`src/rtl/uart_pkg.sv`:
```
// Shared constants for the oversampled UART receiver.
// FSM state codes and the bit-centre helper.
package uart_pkg;

  localparam logic [2:0] ST_IDLE  = 3'd0;
  localparam logic [2:0] ST_START = 3'd1;
  localparam logic [2:0] ST_DATA  = 3'd2;
  localparam logic [2:0] ST_STOP  = 3'd3;
  localparam logic [2:0] ST_BREAK = 3'd4;

  function automatic int unsigned mid_of(
    input int unsigned os
  );
    return os / 2;
  endfunction

endpackage

```
`src/rtl/uart_rx_vote3_maj3.sv`:
```
// Generic 3-input majority cell; PDK flows may remap it.
// Ports: a, b, c in; y out = majority(a, b, c).
module generic__maj3 (
  input  logic a,
  input  logic b,
  input  logic c,
  output logic y
);

  assign y = (a & b) | (a & c) | (b & c);

endmodule

```
`src/rtl/uart_rx_vote3.sv`:
```
// UART receiver voting three samples around each bit centre.
// Ports: clk, rst_n, baud_tick, rx_in in; data_out, data_valid, frame_err, busy out.
module uart_rx_vote3
  import uart_pkg::*;
#(
  parameter int unsigned DATA_BITS  = 8,
  parameter int unsigned OVERSAMPLE = 16
) (
  input  logic                 clk,
  input  logic                 rst_n,
  input  logic                 baud_tick,
  input  logic                 rx_in,
  output logic [DATA_BITS-1:0] data_out,
  output logic                 data_valid,
  output logic                 frame_err,
  output logic                 busy
);

  localparam int unsigned MID = mid_of(OVERSAMPLE);
  localparam int SCW = $clog2(OVERSAMPLE);
  localparam int BIW = $clog2(DATA_BITS);

  localparam logic [SCW-1:0] SC_LAST = SCW'(OVERSAMPLE - 1);
  localparam logic [SCW-1:0] SC_S0   = SCW'(MID - 1);
  localparam logic [SCW-1:0] SC_S1   = SCW'(MID);
  localparam logic [SCW-1:0] SC_VOTE = SCW'(MID + 1);
  localparam logic [SCW-1:0] SC_ONE  = SCW'(1);
  localparam logic [BIW-1:0] BI_LAST = BIW'(DATA_BITS - 1);
  localparam logic [BIW-1:0] BI_ONE  = BIW'(1);

  logic                 rx_meta;
  logic                 rxs;
  logic [2:0]           state;
  logic [SCW-1:0]       sc;
  logic [BIW-1:0]       bi;
  logic                 s0;
  logic                 s1;
  logic                 vote;
  logic                 wrap;
  logic                 vote_now;
  logic [DATA_BITS-1:0] shreg;

  always_ff @(posedge clk) begin
    if (!rst_n) begin
      rx_meta <= 1'b1;
      rxs     <= 1'b1;
    end else begin
      rx_meta <= rx_in;
      rxs     <= rx_meta;
    end
  end

  // Third sample is the live line at vote time.
  generic__maj3 u_maj3 (
    .a (s0),
    .b (s1),
    .c (rxs),
    .y (vote)
  );

  assign wrap     = (sc == SC_LAST);
  assign vote_now = (sc == SC_VOTE);
  assign busy     = (state != ST_IDLE);

  always_ff @(posedge clk) begin
    if (!rst_n) begin
      state      <= ST_IDLE;
      sc         <= '0;
      bi         <= '0;
      s0         <= 1'b1;
      s1         <= 1'b1;
      shreg      <= '0;
      data_out   <= '0;
      data_valid <= 1'b0;
      frame_err  <= 1'b0;
    end else begin
      data_valid <= 1'b0;
      frame_err  <= 1'b0;
      if (baud_tick) begin
        if (sc == SC_S0) s0 <= rxs;
        if (sc == SC_S1) s1 <= rxs;
        sc <= wrap ? '0 : sc + SC_ONE;
        unique case (state)
          ST_IDLE: begin
            // Detection tick is sample 0.
            sc <= '0;
            if (!rxs) begin
              state <= ST_START;
              sc    <= SC_ONE;
            end
          end
          ST_START: begin
            if (vote_now && vote) begin
              state <= ST_IDLE;
              sc    <= '0;
            end else if (wrap) begin
              state <= ST_DATA;
              bi    <= '0;
            end
          end
          ST_DATA: begin
            if (vote_now) shreg[bi] <= vote;
            if (wrap) begin
              if (bi == BI_LAST) begin
                state <= ST_STOP;
                bi    <= '0;
              end else begin
                bi <= bi + BI_ONE;
              end
            end
          end
          ST_STOP: begin
            // Leave mid-stop so the next start edge is caught early.
            if (vote_now) begin
              data_out <= shreg;
              sc       <= '0;
              if (vote) begin
                data_valid <= 1'b1;
                state      <= ST_IDLE;
              end else begin
                frame_err <= 1'b1;
                state     <= ST_BREAK;
              end
            end
          end
          ST_BREAK: begin
            sc <= '0;
            if (rxs) state <= ST_IDLE;
          end
          default: begin
            state <= ST_IDLE;
            sc    <= '0;
          end
        endcase
      end
    end
  end

endmodule

```
`config.mk`:
```
export PLATFORM = sky130hd
export DESIGN_NAME = uart_rx_vote3
export DESIGN_NICKNAME = d
export VERILOG_FILES = /design/src/rtl/uart_pkg.sv /design/src/rtl/uart_rx_vote3_maj3.sv /design/src/rtl/uart_rx_vote3.sv
export SDC_FILE = /design/constraint.sdc
export NUM_CORES = 1
export LEC_CHECK = 0
export BUFFER_PORTS_ARGS = -buffer_cell sky130_fd_sc_hd__buf_2
export CAP_MARGIN = 5
export CORE_MARGIN = 2
export CORE_UTILIZATION = 57
export DETAILED_ROUTE_END_ITERATION = 12
export GPL_TIMING_DRIVEN = 0
export PLACE_DENSITY_LB_ADDON = 0.05
export SYNTH_ARGS = -nofsm -noshare
export SYNTH_HDL_FRONTEND = slang
export SYNTH_SLANG_ARGS = --single-unit
```
`constraint.sdc`:
```
create_clock -name clk -period 1.9 [get_ports clk]
set_clock_uncertainty 0.15 [all_clocks]
set_input_delay 0.38 -clock clk [delete_from_list [all_inputs] [get_ports clk]]
set_output_delay 0.38 -clock clk [all_outputs]
set_load 0.02 [all_outputs]
```
==> impl_metrics.json <==
{
  "vias": 1163,
  "grt_pass1_wl_um": 5110,
  "drv_cap": 0,
  "hold_start": "rx_in",
  "grt_util_all_layers": 0.212,
  "drtIter0Drc": 35,
  "slowest_delay_ns": 0.34,
  "die_y_um": 55.5,
  "status": "completed",
  "dpl_cell_area_um2": 1620,
  "cts_root_buffer": "clkbuf_4",
  "syn_area_um2": 1510,
  "ys_ff_latch": 32,
  "maxSlewViolCount": 0,
  "portBuffers": 14,
  "io_pins": 15,
  "num_rows": 18,
  "htree_levels": 2,
  "grt_pass1_vias": 1101,
  "worstSetupStartpointType": "flop",
  "synth_area_per_cell_um2": 9.64,
  "clk_path_buf_depth": 2,
  "ys_types": 46,
  "critPathBufInv": 2,
  "tightest_slew_ns": 0.517,
  "final_hold_viol_count": 0,
  "cp_cell_sequence": "buf_4, or3_4, buf_4",
  "critPathRequiredTime_ns": 1.37,
  "cts.sinks": 32,
  "clkLatencyLatePin_ns": 0.34,
  "finalInstanceArea_um2": 1700,
  "min_to": "rx_meta",
  "synth-seq-area-share": 0.423,
  "fin_crit_ns": 1.87,
  "synthFlopType": "dfxtp_1",
  "critPathCaptureType": "primary output",
  "slowest_stage": "or3_4",
  "yosys_warnings": 0,
  "fin_util": 0.679,
  "ir_drop_v": 0.000620,
  "crit_type": "reg2out",
  "r2r-start": "bi[0]",
  "min_path_type": "in2reg",
  "fin_hold_ws_ns": 0.0743,
  "drt-vias-per-instance": 5.67,
  "ys_async_sr_fraction": 0,
  "nets": 184,
  "wire_per_inst_um": 14.2,
  "power.density_nw_per_um2": 643,
  "post-cts-setup-buffer-count": 0,
  "numCtsBuffers": 5,
  "period_share": 0.984,
  "netlist_instances": 157,
  "cts_tree": "yes",
  "hold_depth": 2,
  "cp_top_family": "simple AND/OR/NAND/NOR gates",
  "cp.arrival_ns": 1.34,
  "areaGrowthSynthToFinish_pct": 12.2,
  "slew_headroom": 0.656,
  "crit_path_frequent_cell": "buf_4",
  "p_leak_nw": 0.713,
  "drtPass1Iterations": 4,
  "r2r_slack_ns": 0.08,
  "start_util": 0.605,
  "syn-num-nets": 166,
  "die-area_um2": 3080,
  "grt_max_degree": 13,
  "layout-drive-gt1-share": 0.217,
  "drcViolationCount": 0,
  "path_max_fanout": 10,
  "ctsHoldBuffers": 0,
  "rsz0062_at_grt": "yes",
  "gp_congestion": 0.864,
  "reg2reg_to": "state[1]",
  "final_antenna_net_count": 0,
  "reg2reg_depth": 5,
  "die_w_um": 55.5,
  "core_area_um2": 2500,
  "grt.overflow.total": 0,
  "dp_hpwl_um": 2030,
  "max_freq_mhz": 535,
  "antenna_found_initial": 0,
  "n_antenna_cell": 0,
  "routed_wl_um": 2900,
  "final-setup-viol-count": 0,
  "synth_edf_count": 0,
  "cts.clk_slew.worst_paths_ns": 0.09,
  "crit_cells": 3
}
## cell usage in the layout, fill, tap and decap left out, types with 2 or more instances in the layout
| master | instances |
|---|---|
| nand2b_1 | 6 |
| o311ai_1 | 2 |
| nor2_1 | 11 |
| buf_2 | 13 |
| a22o_1 | 3 |
| o21ai_0 | 2 |
| clkbuf_1 | 6 |
| ha_1 | 4 |
| nor2b_1 | 3 |
| dfxtp_1 | 27 |
| clkbuf_4 | 5 |
| and3_1 | 4 |
| nand3b_1 | 3 |
| nand3_1 | 4 |
| inv_1 | 6 |
| mux2i_1 | 17 |
| a21oi_1 | 3 |
| dfxtp_2 | 5 |
| nand2_1 | 15 |
| nor3b_2 | 2 |
| buf_4 | 2 |
## sequential cells by signal, summed over array words and instances, names as in the netlist, 3 cells and up
| signal | count |
|---|---|
| data_out | 8 |
| shreg | 8 |
| sc | 4 |
| bi | 3 |
| state | 3 |
## stage by stage
stage / setup TNS, ns / setup WS (ns) / total power [mW] / instances
4_1_cts: 0 / 0.00614 / 1.10 / 207
5_1_grt: -0.00769 / -0.00769 / 1.13 / 205
6_report: 0 / 0.0312 / 1.09 / 205
3_3_place_gp: 0 / 0.0111 / 0.742 / 201
2_1_floorplan: 0 / 0.174 / 0.727 / 157
3_5_place_dp: -0.00217 / -0.00217 / 0.743 / 201
## routing by layer
metal / vias to the layer above / global-route usage / wire (um)
met5: - / 0 / 0
met4: 0 / 0.0732 / 46
met3: 5 / 0.0703 / 122
met2: 17 / 0.327 / 1250
met1: 543 / 0.278 / 1480
li1: 598 / - / -
## cells in the mapped netlist (2+ instances only)
library cell | n | area (um2)
nor2b_1 | 3 | 18.8
and3_1 | 4 | 25.0
o21ai_0 | 2 | 10.0
clkbuf_1 | 6 | 22.5
nand2b_1 | 6 | 37.5
dfxtp_1 | 32 | 641
nand3_1 | 4 | 20.0
or3_1 | 2 | 12.5
buf_2 | 3 | 15.0
a22o_1 | 3 | 26.3
mux2i_1 | 17 | 170
o311ai_1 | 3 | 26.3
a21oi_1 | 3 | 15.0
nand3b_1 | 3 | 22.5
nor2_1 | 11 | 41.3
nand2_1 | 15 | 56.3
nor3b_1 | 2 | 15.0
ha_1 | 5 | 62.6
inv_1 | 6 | 22.5
## layout make-up
cell class                      count  area [um2]
Tap cell                           30        37.5
Fill cell                         212         803
Sequential cell                    32         647
Clock buffer                        6        41.3
Timing Repair Buffer               14        72.6
Clock inverter                      1        5.00
Multi-Input combinational cell    108         830
Inverter                            6        22.5
Buffer                              8        41.3
## repair_timing
action,in CTS,in global routing
cloned,0,0
pin swaps,0,2
gates resized for setup,4,11
setup endpoints to repair,9,18
## power by group
part           total (mW)  internal, mW  switching (mW)  leakage [nW]
clock network       0.363         0.136           0.227        0.0281
logic              0.0503        0.0180          0.0323         0.424
registers           0.679         0.674         0.00505         0.261
total                1.09         0.828           0.264         0.713
## worst max path at each step
stage | from | end | slack, ns
after floorplan | sc[0] | state[0] | 0.17
after global placement | baud_tick | data_out[3] | 0.01
after detailed placement | sc[0] | data_out[5] | -0.002
after CTS | state[0] | busy | 0.006
after global routing | state[0] | busy | -0.008
final | state[2] | busy | 0.03
## kinds of logic after synthesis
logic type	after synthesis	share of synthesized area
buffers and inverters	17	0.0471
xor gates and xnor gates	1	0.00579
muxes	17	0.112
DFF	32	0.423
AOI/OAI and AO/OA	26	0.149
adders and majority gates	6	0.0488
and+or+nand+nor	58	0.213
No activity file was read; power rests on OpenSTA's default activity.
